<file path="src/rtl/dma_engine.sv">
// dma_engine: single-channel memory-to-memory DMA over AXI, copying
// DMALEN words from DMASRC to DMADST in bursts of up to BURST_MAX beats.
// Ports: clk/rst (async, active-low); DMAEN/DMASRC/DMADST/DMALEN config;
// M_AR*/M_R*/M_AW*/M_W*/M_B* AXI master channels; DMA_BUSY/DMA_DONE status.
module dma_engine #(
  parameter int         BURST_MAX = 16,
  parameter logic [3:0] MST_ID    = 4'd1
) (
  input  logic        clk,
  input  logic        rst,
  input  logic        DMAEN,
  input  logic [31:0] DMASRC,
  input  logic [31:0] DMADST,
  input  logic [31:0] DMALEN,
  output logic [3:0]  M_ARID,
  output logic [31:0] M_ARAddr,
  output logic [3:0]  M_ARLen,
  output logic [2:0]  M_ARSize,
  output logic [1:0]  M_ARBurst,
  output logic        M_ARValid,
  input  logic        M_ARReady,
  input  logic [3:0]  M_RID,
  input  logic [31:0] M_RData,
  input  logic [1:0]  M_RResp,
  input  logic        M_RLast,
  input  logic        M_RValid,
  output logic        M_RReady,
  output logic [3:0]  M_AWID,
  output logic [31:0] M_AWAddr,
  output logic [3:0]  M_AWLen,
  output logic [2:0]  M_AWSize,
  output logic [1:0]  M_AWBurst,
  output logic        M_AWValid,
  input  logic        M_AWReady,
  output logic [31:0] M_WData,
  output logic [3:0]  M_WStrb,
  output logic        M_WLast,
  output logic        M_WValid,
  input  logic        M_WReady,
  input  logic [3:0]  M_BID,
  input  logic [1:0]  M_BResp,
  input  logic        M_BValid,
  output logic        M_BReady,
  output logic        DMA_BUSY,
  output logic        DMA_DONE
);

  localparam int         IW   = (BURST_MAX > 1) ? $clog2(BURST_MAX) : 1;
  localparam logic [4:0] BMAX = 5'(BURST_MAX);

  typedef enum logic [2:0] {
    IDLE, RADDR, RDATA, WADDR, WDATA, WRESP, DONE
  } state_t;

  state_t      state, state_n;
  logic        en_d;
  logic [31:0] src, dst, rem;
  logic [4:0]  blen, beat;
  logic [31:0] buffer [BURST_MAX];

  logic        start, r_hs, w_hs, last_w;
  logic [4:0]  blen_m1;
  logic [31:0] rem_n, step;

  // Response IDs/codes are intentionally not used for flow control.
  logic unused;
  assign unused = ^{M_RID, M_RResp, M_BID, M_BResp};

  assign start   = DMAEN & ~en_d;
  assign blen_m1 = blen - 5'd1;
  assign last_w  = (beat == blen_m1);
  assign r_hs    = (state == RDATA) & M_RValid;
  assign w_hs    = (state == WDATA) & M_WReady;
  assign step    = {25'd0, blen, 2'b00};
  assign rem_n   = rem - {27'd0, blen};

  function automatic logic [4:0] burst_of(input logic [31:0] r);
    if (r >= 32'(BURST_MAX)) return BMAX;
    return r[4:0];
  endfunction

  always_ff @(posedge clk or negedge rst) begin
    if (!rst) state <= IDLE;
    else      state <= state_n;
  end

  // Payload outputs are forced to zero outside their valid phase so that
  // the bus is quiet in idle and during reset.
  always_comb begin
    state_n   = state;
    M_ARValid = 1'b0;
    M_RReady  = 1'b0;
    M_AWValid = 1'b0;
    M_WValid  = 1'b0;
    M_BReady  = 1'b0;
    DMA_BUSY  = 1'b1;
    DMA_DONE  = 1'b0;
    case (state)
      IDLE: begin
        DMA_BUSY = 1'b0;
        if (start) state_n = (DMALEN == 32'd0) ? DONE : RADDR;
      end
      RADDR: begin
        M_ARValid = 1'b1;
        if (M_ARReady) state_n = RDATA;
      end
      RDATA: begin
        M_RReady = 1'b1;
        if (M_RValid && M_RLast) state_n = WADDR;
      end
      WADDR: begin
        M_AWValid = 1'b1;
        if (M_AWReady) state_n = WDATA;
      end
      WDATA: begin
        M_WValid = 1'b1;
        if (M_WReady && last_w) state_n = WRESP;
      end
      WRESP: begin
        M_BReady = 1'b1;
        if (M_BValid) state_n = (rem_n != 32'd0) ? RADDR : DONE;
      end
      DONE: begin
        DMA_BUSY = 1'b0;
        DMA_DONE = 1'b1;
        if (!DMAEN) state_n = IDLE;
      end
      default: state_n = IDLE;
    endcase
  end

  assign M_ARID    = MST_ID;
  assign M_AWID    = MST_ID;
  assign M_ARAddr  = M_ARValid ? src : 32'd0;
  assign M_ARLen   = M_ARValid ? blen_m1[3:0] : 4'd0;
  assign M_ARSize  = M_ARValid ? 3'b010 : 3'b000;
  assign M_ARBurst = M_ARValid ? 2'b01 : 2'b00;
  assign M_AWAddr  = M_AWValid ? dst : 32'd0;
  assign M_AWLen   = M_AWValid ? blen_m1[3:0] : 4'd0;
  assign M_AWSize  = M_AWValid ? 3'b010 : 3'b000;
  assign M_AWBurst = M_AWValid ? 2'b01 : 2'b00;
  assign M_WData   = M_WValid ? buffer[beat[IW-1:0]] : 32'd0;
  assign M_WStrb   = M_WValid ? 4'hF : 4'h0;
  assign M_WLast   = M_WValid & last_w;

  always_ff @(posedge clk or negedge rst) begin
    if (!rst) begin
      en_d <= 1'b0;
      src  <= 32'd0;
      dst  <= 32'd0;
      rem  <= 32'd0;
      blen <= 5'd0;
      beat <= 5'd0;
    end else begin
      en_d <= DMAEN;
      case (state)
        IDLE: begin
          if (start) begin
            src  <= DMASRC & ~32'd3;
            dst  <= DMADST & ~32'd3;
            rem  <= DMALEN;
            blen <= burst_of(DMALEN);
            beat <= 5'd0;
          end
        end
        RDATA: begin
          if (r_hs) beat <= M_RLast ? 5'd0 : beat + 5'd1;
        end
        WDATA: begin
          if (w_hs) beat <= last_w ? 5'd0 : beat + 5'd1;
        end
        WRESP: begin
          if (M_BValid) begin
            src  <= src + step;
            dst  <= dst + step;
            rem  <= rem_n;
            blen <= burst_of(rem_n);
          end
        end
        default: ;
      endcase
    end
  end

  // Extra beats from a misbehaving slave are dropped rather than
  // written past the end of the buffer.
  always_ff @(posedge clk) begin
    if (r_hs && beat < BMAX) buffer[beat[IW-1:0]] <= M_RData;
  end

endmodule

</file>
<file path="config.mk">
export PLATFORM = sky130hd
export DESIGN_NAME = dma_engine
export DESIGN_NICKNAME = d
export VERILOG_FILES = /design/src/rtl/dma_engine.sv
export SDC_FILE = /design/constraint.sdc
export NUM_CORES = 1
export LEC_CHECK = 0
export CAP_MARGIN = 20
export CORE_MARGIN = 1
export CORE_UTILIZATION = 55
export CTS_BUF_LIST = sky130_fd_sc_hd__clkbuf_8
export DETAILED_ROUTE_END_ITERATION = 12
export PLACE_DENSITY = 0.83
export SLEW_MARGIN = 20
export SYNTH_ARGS = -nofsm -noshare
export SYNTH_HDL_FRONTEND = slang
export SYNTH_SLANG_ARGS = --single-unit
</file>
<file path="constraint.sdc">
create_clock -name clk -period 11.14 [get_ports clk]
set_input_delay 1.114 -clock clk [delete_from_list [all_inputs] [get_ports clk]]
set_output_delay 1.114 -clock clk [all_outputs]
set_load 0.02 [all_outputs]
</file>
==> reports/metrics.yaml, run 1 <==
status: "finished clean"
vdd_ir_drop_max_v: 0.000139
synthesis.area_um2: 27500
hold_slack_ns: 0.416
core_um2: 49200
grt_pass1_vias: 17900
yosysMostFrequentCell: "edfxtp_1"
synth.distinct_cells: 76
fmax_ghz: 0.175
synthTopCellsByCount: "edfxtp_1 (512), mux4_2 (160), nor2_1 (110), dfrtp_1 (106), a21oi_1 (97)"
drtAntennaViolNets: 0
vias: 17900
htreeDepth: 3
antenna_found_initial: 3
yosysWarnings: 0
routed_via_density: 6.35
grt_pass1_wl_um: 108000
setup_viol_count_final: 0
power.density_nw_per_um2: 209
dieArea_um2: 50900
dp_hpwl_um: 42400
port-buffer-count: 248
tns_ns: 0
nets: 2239
cp-start-kind: "flip-flop"
finalCriticalPeriod_ns: 5.71
fp-row-count: 81
cts_tree: "built"
n_fill_cell: 3261
yosysTopAreaCell: "edfxtp_1"
ios: 283
ys_ff_latch: 618
critical_path_class: "flip-flop to output pin"
placed_area_um2: 30600
crit_fanout: 57
syn2layout_area_growth_pct: 18.4
die-width_um: 226
min-delay-path-class: "input port to asynchronous set/reset pin"
worst_setup_path_end_kind: "output pin"
clockBufferDepth: 3
async_flop_share: 0.172
track_usage: 0.287
worstMarginPinSlew_ns: 1.08
avgSynthCellArea_um2: 15.2
post_cts_buffers: 0
start_util: 0.559
first_iter_violations: 1818
wirelength_um: 71700
finalCritPeriodShare: 0.513
clock_skew_ns: 0.0293
final_util: 0.662
synthCells: 1805
worstPathRequired_ns: 10.03
synth_top_area_share: 0.559
startpoint: "beat[1]"
drc: 0
synth.area.top_cells: "edfxtp_1 (56%), mux4_2 (13%), dfrtp_1 (9.6%), a21oi_1 (1.8%), nor2_1 (1.5%)"
drive_gt1_frac: 0.167
finalPower_w: 0.00680
clk_latency_ns: 0.69
synth-seq-area-share: 0.656
clock_sinks: 618
hold_viol_final: 0
holdBufCountCts: 0
synth_edf_count: 512
ys.flop_type: "edfxtp_1"
clkTransAtPathRegs_ns: 0.06
place_congestion: 0.920
die_h_um: 226
rsz0062_at_grt: "no"
slew_headroom: 0.279
cap_viol_max_count: 0
leakagePower_nw: 10.8
worstPathArrival_ns: 4.60
cts_resized: 0
r2r_start: "beat[1]"
fin_area_um2: 32500
grt.overflow.total: 0
dr.pass1.iters: 5
grt_max_degree: 84
slew_violations: 0
cts_buffers: 97
routedWlPerCell_um: 25.5
clockRootBuffer: "clkbuf_8"
cells in the final DEF (no fill, tap or decap), drive strengths merged, types with 4 or more instances in the layout:
cell type	count
a22o	5
clkinv	35
a21oi	97
nor4	26
or3	17
o21ai	84
a31oi	19
nor3	32
xnor2	11
mux4	160
and2	29
a21o	12
inv	66
and3	40
or4	9
o22ai	30
nand2	84
a211oi	14
nand3	38
o22a	12
nand2b	8
clkbuf	110
a311oi	7
nor2b	40
a22oi	8
nand4	19
a31o	4
a2bb2oi	12
dfrtp	106
edfxtp	512
o21a	6
ha	20
o31ai	4
buf	33
conb	18
clkdlybuf4s50	247
nor2	110
cell type report:
cell class	instances	area, um^2	area share
flip-flops and latches	618	18000	0.554
multi-input cells	1034	8930	0.274
repair buffers	280	2730	0.0838
clock buffers	110	1510	0.0465
well taps	664	831	0.0255
clock inverters	69	368	0.0113
inverters	36	138	0.00423
diodes	1	2.50	0.0000769
critical path, cell delays in order (launching register included):
cell	delay, ns
dfrtp_4	0.64
buf_4	0.72
buf_4	0.77
mux4_2	0.44
mux4_2	0.53
nor2b_1	0.16
clkdlybuf4s50_1	0.58
worst paths after layout:
| check | endpoint | slack, ns | depth (start not counted) |
|---|---|---|---|
| setup / recovery | M_WData[22] | 5.43 | 6 |
| hold / removal | blen[1] | 0.42 | 1 |
| setup reg to reg | buffer[2][30] | 6.56 | 6 |
| hold reg to reg | rem[4] | 0.50 | 2 |
| max in group asynchronous | beat[0] | 9.31 | 2 |
| min in group clk | rem[4] | 0.50 | 2 |
routing by layer:
metal	vias up	GRT usage	wire, um
li1	7680	-	-
met1	8864	0.358	26000
met2	1108	0.477	35600
met3	204	0.0667	7020
met4	4	0.133	3060
met5	-	0	27
metrics by stage:
step,instances,worst slack (ns)
after floorplan,1821,6.73
after global placement,2632,6.14
after detailed placement,2632,6.15
after CTS,2811,5.35
after global routing,2812,5.29
final,2812,5.43
flip-flops by register name (all words and copies together), names as in the netlist:
register / cells
beat: 5
blen: 5
buffer: 512
dst: 30
en_d: 1
rem: 32
src: 30
state: 3
logic make-up (layout without fill, tap and decap cells):
logic type	after synthesis	in the layout	synth area share
simple gates	471	471	0.0899
fa+ha+maj	23	23	0.0113
other cells	2	19	0.000273
mux	163	163	0.132
xor+xnor	15	15	0.00528
buf+inv	169	495	0.0268
flops	618	618	0.656
compound gates	344	344	0.0787
report_power, final:
part           internal, W  switching (W)  total (W)  leakage, nW
Sequential         0.00271       0.000254    0.00296         5.84
Clock             0.000954       0.000883    0.00184         1.05
Combinational     0.000885        0.00111    0.00200         3.92
No activity file was read; power rests on OpenSTA's default activity.
==> inputs of run 2 (changes only) <==
--- a/config.mk
+++ b/config.mk
@@ -7,7 +7,7 @@
 export LEC_CHECK = 0
 export CAP_MARGIN = 20
 export CORE_MARGIN = 1
-export CORE_UTILIZATION = 55
+export CORE_UTILIZATION = 53
 export CTS_BUF_LIST = sky130_fd_sc_hd__clkbuf_8
 export DETAILED_ROUTE_END_ITERATION = 12
 export PLACE_DENSITY = 0.83
==> constraint.sdc (replaced) <==
create_clock -name clk -period 4.6 [get_ports clk]
set_input_delay 0.46 -clock clk [delete_from_list [all_inputs] [get_ports clk]]
set_output_delay 0.46 -clock clk [all_outputs]
set_load 0.02 [all_outputs]
==> reports/metrics.yaml, run 2 (synthesized netlist as in run 1, its figures left out) <==
status: "finished clean"
finalCritPeriodShare: 0.956
placed_area_um2: 30900  # +0.81%
grt_max_degree: 96  # +14%
r2r_slack_ns: 0.62  # -5.94 ns
tns_ns: 0  # unchanged
grt.overflow.total: 0  # unchanged
track_usage: 0.276  # -0.0109
drt-met1-wl_um: 27100  # +4.3%
vdd_ir_drop_max_v: 0.000389  # +180%
clkTransAtPathRegs_ns: 0.06  # about the same
drtAntennaViolNets: 0  # unchanged
worstPathArrival_ns: 3.94  # -0.66 ns
syn2layout_area_growth_pct: 19.5
nets: 2254  # +0.67%
setup_viol_count_final: 0  # unchanged
drive_gt1_frac: 0.173  # +0.00624
dieArea_um2: 52800  # +3.7%
ios: 283  # unchanged
place_congestion: 0.993  # +7.9%
top_layer: "met5"
cp-start-kind: "flip-flop"
clk_latency_ns: 0.71  # +0.02 ns
clockBufferDepth: 3  # unchanged
hold_slack_ns: 0.370  # -0.0455 ns
fin_area_um2: 32900  # +0.98%
slew_violations: 0  # unchanged
crit_chain: "buf_4, mux4_2, mux4_2, nor2b_1, clkdlybuf4s50_1"
grt_pass1_wl_um: 108000  # +0.76%
largest_register_ffs: 512  # unchanged
die_h_um: 230  # +1.9%
fmax_ghz: 0.227
critical_path_class: "flip-flop to output pin"
vias: 18000  # +0.69%
worstPathRequired_ns: 4.14  # -5.89 ns
start_util: 0.536  # -0.0234
clock_sinks: 618  # unchanged
antenna_found_initial: 4  # +1
route.met3.wl_um: 6930  # -1.3%
dp_hpwl_um: 44000  # +3.7%
htreeDepth: 3  # unchanged
worstMarginPinSlew_ns: 1.16  # +0.0863 ns
multi_input_area_um2: 8920  # about the same
cpPeakStageDelay_ns: 1.03  # +0.26 ns
die-width_um: 230  # +1.9%
n_fill_cell: 3475  # +6.6%
crit_fanout: 61  # +7.0%
routedWlPerCell_um: 25.8  # +0.98%
power.density_nw_per_um2: 508  # +140%
grt_pass1_vias: 17700  # -1.1%
hold_viol_final: 0  # unchanged
crit_path_frequent_cell: "mux4_2"
worst_setup_path_end_kind: "output pin"
first_iter_violations: 2310  # +27%
slew_headroom: 0.226  # -0.0537
min-delay-path-class: "input port to flip-flop"
finalCriticalPeriod_ns: 4.40
slowest_stage: "dfrtp_4"
critical_path.top_delay_family: "buffers and inverters"
seqCellArea_um2: 18000  # unchanged
cap_viol_max_count: 0  # unchanged
final_common_cell: "edfxtp_1"
drc: 0  # unchanged
core_um2: 51300  # +4.4%
rsz0062_at_grt: "no"
leakagePower_nw: 11.0  # +1.6%
dr.pass1.iters: 6  # +1
layout_common_cells: "edfxtp_1 (512), clkdlybuf4s50_1 (247), mux4_2 (160)"
routed_via_density: 6.32  # -0.44%
cts_buffers: 98  # +1.0%
clockRootBuffer: "clkbuf_8"
fp-row-count: 83  # +2.5%
clock_skew_ns: 0.0463  # +0.0170 ns
cp_num_buf_inv: 2  # -1
cts_tree: "built"
met2_length_um: 36900  # +3.5%
wirelength_um: 73300  # +2.1%
port-buffer-count: 248  # unchanged
==> run 2: power breakdown <==
part           switching [W]  leakage, nW  internal (W)
sequential          0.000671         5.84       0.00656
combinational        0.00267         4.02       0.00219
clock                0.00219         1.12       0.00240
total                0.00552         11.0        0.0112
==> run 2: path summary, 6_finish.rpt <==
path | startpoint | to | cells after the start
worst min-delay path | DMASRC[12] | src[12] | 3
worst max register to register | blen[4] | state[0] | 9
max in group asynchronous | rst | dst[24] | 3
worst max-delay path | beat[1] | M_WData[30] | 5
worst min register to register | rem[2] | rem[2] | 2
min in group asynchronous | rst | rem[23] | 2
==> run 2: final cells by class <==
type                       count  share of cell area
clock inverter                72              0.0137
clock buffer                 108              0.0452
timing repair buffer         294              0.0906
multi-input combinational   1034               0.271
sequential                   618               0.549
antenna                        2            0.000152
tap                          680              0.0259
inverter                      36             0.00419
==> run 2: worst reg2reg max path: cells and delay by family (launching register included) <==
family	cells	cell delay, ns
AO/OA/AOI/OAI	2	0.51
flip-flops	1	0.51
buffers and inverters	1	0.11
adder cells (fa/ha/maj)	1	0.26
AND/OR/NAND/NOR	5	2.47
==> run 2: per-layer routing <==
layer  GRT usage  vias to the layer above
li1            -                     7691
met1       0.357                     9002
met2       0.468                     1114
met3      0.0525                      172
met4      0.0979                        4
met5           0                        -
==> run 2: stage by stage <==
| step | utilization | cells | total power (W) | worst slack, ns |
|---|---|---|---|---|
| 3_3_place_gp | 0.602 | 2660 | 0.0119 | 0.808 |
| 5_1_grt | 0.641 | 2844 | 0.0174 | 0.0934 |
| 4_1_cts | 0.640 | 2841 | 0.0167 | 0.0356 |
| 6_report | 0.641 | 2844 | 0.0167 | 0.204 |
| 2_1_floorplan | - | 1821 | 0.0103 | 0.637 |
| 3_5_place_dp | 0.602 | 2660 | 0.0121 | 0.692 |
==> run 2: timing repair <==
item | in CTS | in global routing
resized for setup | 0 | 0
endpoints found under the setup margin | 0 | 1
buffers inserted | 0 | 1
hold endpoints to repair | 63 | 0
hold buffers | 1 | 0
==> inputs of run 3 (changes only) <==
--- a/config.mk
+++ b/config.mk
@@ -7,10 +7,9 @@
 export LEC_CHECK = 0
 export CAP_MARGIN = 20
 export CORE_MARGIN = 1
-export CORE_UTILIZATION = 53
+export CORE_UTILIZATION = 35
 export CTS_BUF_LIST = sky130_fd_sc_hd__clkbuf_8
 export DETAILED_ROUTE_END_ITERATION = 12
-export PLACE_DENSITY = 0.83
 export SLEW_MARGIN = 20
 export SYNTH_ARGS = -nofsm -noshare
 export SYNTH_HDL_FRONTEND = slang
==> reports/metrics.yaml, run 3 (synthesized netlist as in run 1, its figures left out) <==
worstPathRequired_ns: 4.14  # about the same
placed_area_um2: 31400  # +1.6%
slew_violations: 0  # unchanged
grt_pass1_vias: 17600  # -0.31%
worst_setup_path_end_kind: "output pin"
first_iter_violations: 1331  # -42%
hold_viol_final: 0  # unchanged
cap_viol_max_count: 0  # unchanged
nets: 2265  # +0.49%
dp_hpwl_um: 45500  # +3.5%
power.density_nw_per_um2: 501  # -1.2%
wirelength_um: 74100  # +1.1%
dr.pass1.iters: 6  # unchanged
final_common_cell: "edfxtp_1"
finalCritPeriodShare: 0.935  # -0.0207
clockBufferDepth: 3  # unchanged
die-width_um: 282  # +23%
slew_headroom: 0.363  # +0.138
dieArea_um2: 79700  # +51%
status: "finished clean"
drive_gt1_frac: 0.178  # +0.00535
drc: 0  # unchanged
rsz0062_at_grt: "no"
antenna_found_initial: 6  # +2
clock_sinks: 618  # unchanged
fp-row-count: 102  # +23%
start_util: 0.354  # -0.182
routed_via_density: 5.43  # -14%
critical_path_class: "flip-flop to output pin"
setup_viol_count_final: 0  # unchanged
n_fill_cell: 7061  # +100%
clk_latency_ns: 0.73  # +0.02 ns
cts_resized: 0  # unchanged
fin_area_um2: 33400  # +1.6%
finalPower_w: 0.0167  # +0.36%
crit_path_frequent_cell: "mux4_2"
p_sw_w: 0.00554  # +0.36%
grt_max_degree: 70  # -27%
track_usage: 0.184  # -0.0915
p_seq_frac: 0.432  # -0.002
cts_buffers: 101  # +3.1%
cts_tree: "built"
core_um2: 77600  # +51%
clkTransAtPathRegs_ns: 0.06  # about the same
syn2layout_area_growth_pct: 21.4
grt.overflow.total: 0  # unchanged
crit_fanout: 35  # -43%
place_congestion: 0.867  # -13%
vdd_ir_drop_max_v: 0.000233  # -40%
cp-start-kind: "flip-flop"
slowest_stage: "dfrtp_4"
fmax_ghz: 0.233  # +2.2%
worstMarginPinSlew_ns: 0.955  # -0.207 ns
layout_common_cells: "edfxtp_1 (512), clkdlybuf4s50_1 (247), mux4_2 (160)"
worstPathArrival_ns: 3.84  # -0.10 ns
leakagePower_nw: 11.0  # +0.38%
clkPwrFrac: 0.280  # +0.005
clockRootBuffer: "clkbuf_8"
clock_skew_ns: 0.0656  # +0.0192 ns
cpPeakStageDelay_ns: 0.92  # -0.11 ns
min-delay-path-class: "input port to flip-flop"
die_h_um: 282  # +23%
internal_power_w: 0.0112  # +0.35%
port-buffer-count: 248  # unchanged
routedWlPerCell_um: 23.0  # -11%
largest_register_ffs: 512  # unchanged
crit_chain: "buf_12, mux4_2, mux4_2, nor2b_1, clkdlybuf4s50_1"
ios: 283  # unchanged
htreeDepth: 3  # unchanged
vias: 17500  # -2.9%
drtAntennaViolNets: 0  # unchanged
finalCriticalPeriod_ns: 4.30  # -0.0953 ns
p_sw_frac: 0.331  # about the same
tns_ns: 0  # unchanged
share_comb_of_total_power: 0.288  # -0.003
final_util: 0.430  # -0.210
grt_pass1_wl_um: 109000  # +0.94%
-- run 3: timing repair --
item / 4_1_cts / 5_1_grt
setup endpoints to repair: 0 / 0
hold endpoints to repair: 65 / 0
setup buffers: 0 / 0
hold buffers: 1 / 0
-- run 3: final cells by class --
type / count / area, um^2 / share of cell area
Sequential cell: 618 / 18000 / 0.540
Multi-Input combinational cell: 1034 / 8920 / 0.267
Timing Repair Buffer: 302 / 3000 / 0.0899
Clock buffer: 108 / 1490 / 0.0445
Tap cell: 1040 / 1300 / 0.0390
Clock inverter: 72 / 498 / 0.0149
Inverter: 36 / 138 / 0.00412
Antenna cell: 3 / 7.51 / 0.000225
-- run 3: power groups by stage --
stage	sequential (W)	combinational (W)	clock, W
2_1_floorplan	0.00701	0.00334	0
3_3_place_gp	0.00729	0.00476	0
3_5_place_dp	0.00732	0.00484	0
4_1_cts	0.00721	0.00486	0.00484
5_1_grt	0.00730	0.00524	0.00507
6_report	0.00723	0.00481	0.00469
-- run 3: path summary, 6_finish.rpt --
kind	end	startpoint	depth (start not counted)	slack, ns
worst min register to register	rem[4]	rem[4]	2	0.50
worst min-delay path	src[12]	DMASRC[12]	3	0.34
worst max register to register	state[0]	blen[4]	10	0.76
min in group asynchronous	rem[31]	rst	2	0.44
max in group asynchronous	src[26]	rst	3	2.98
worst max-delay path	M_WData[11]	beat[0]	5	0.30
-- run 3: metrics by stage --
stage          instances  worst slack (ns)  hold slack [ns]
6_report            3213             0.299            0.339
5_1_grt             3211           0.00913            0.330
4_1_cts             3210            0.0926            0.261
3_5_place_dp        3029             0.802            0.480
3_3_place_gp        3029             0.842            0.477
2_1_floorplan       1821             0.637            0.164
-- run 3: routing by layer --
metal | vias up | track usage | share of wire
met4 | 10 | 0.0553 | 0.020
li1 | 7728 | - | -
met3 | 119 | 0.0411 | 0.082
met5 | - | 0 | 0.00088
met1 | 8887 | 0.230 | 0.40
met2 | 714 | 0.319 | 0.50
-- run 3: worst max-delay path: cells and delay by family (launching register included) --
kind	cells	cell delay [ns]
AND/OR/NAND/NOR	1	0.18
multiplexers	2	1.04
flip-flops	1	0.92
buffers and inverters	2	0.94
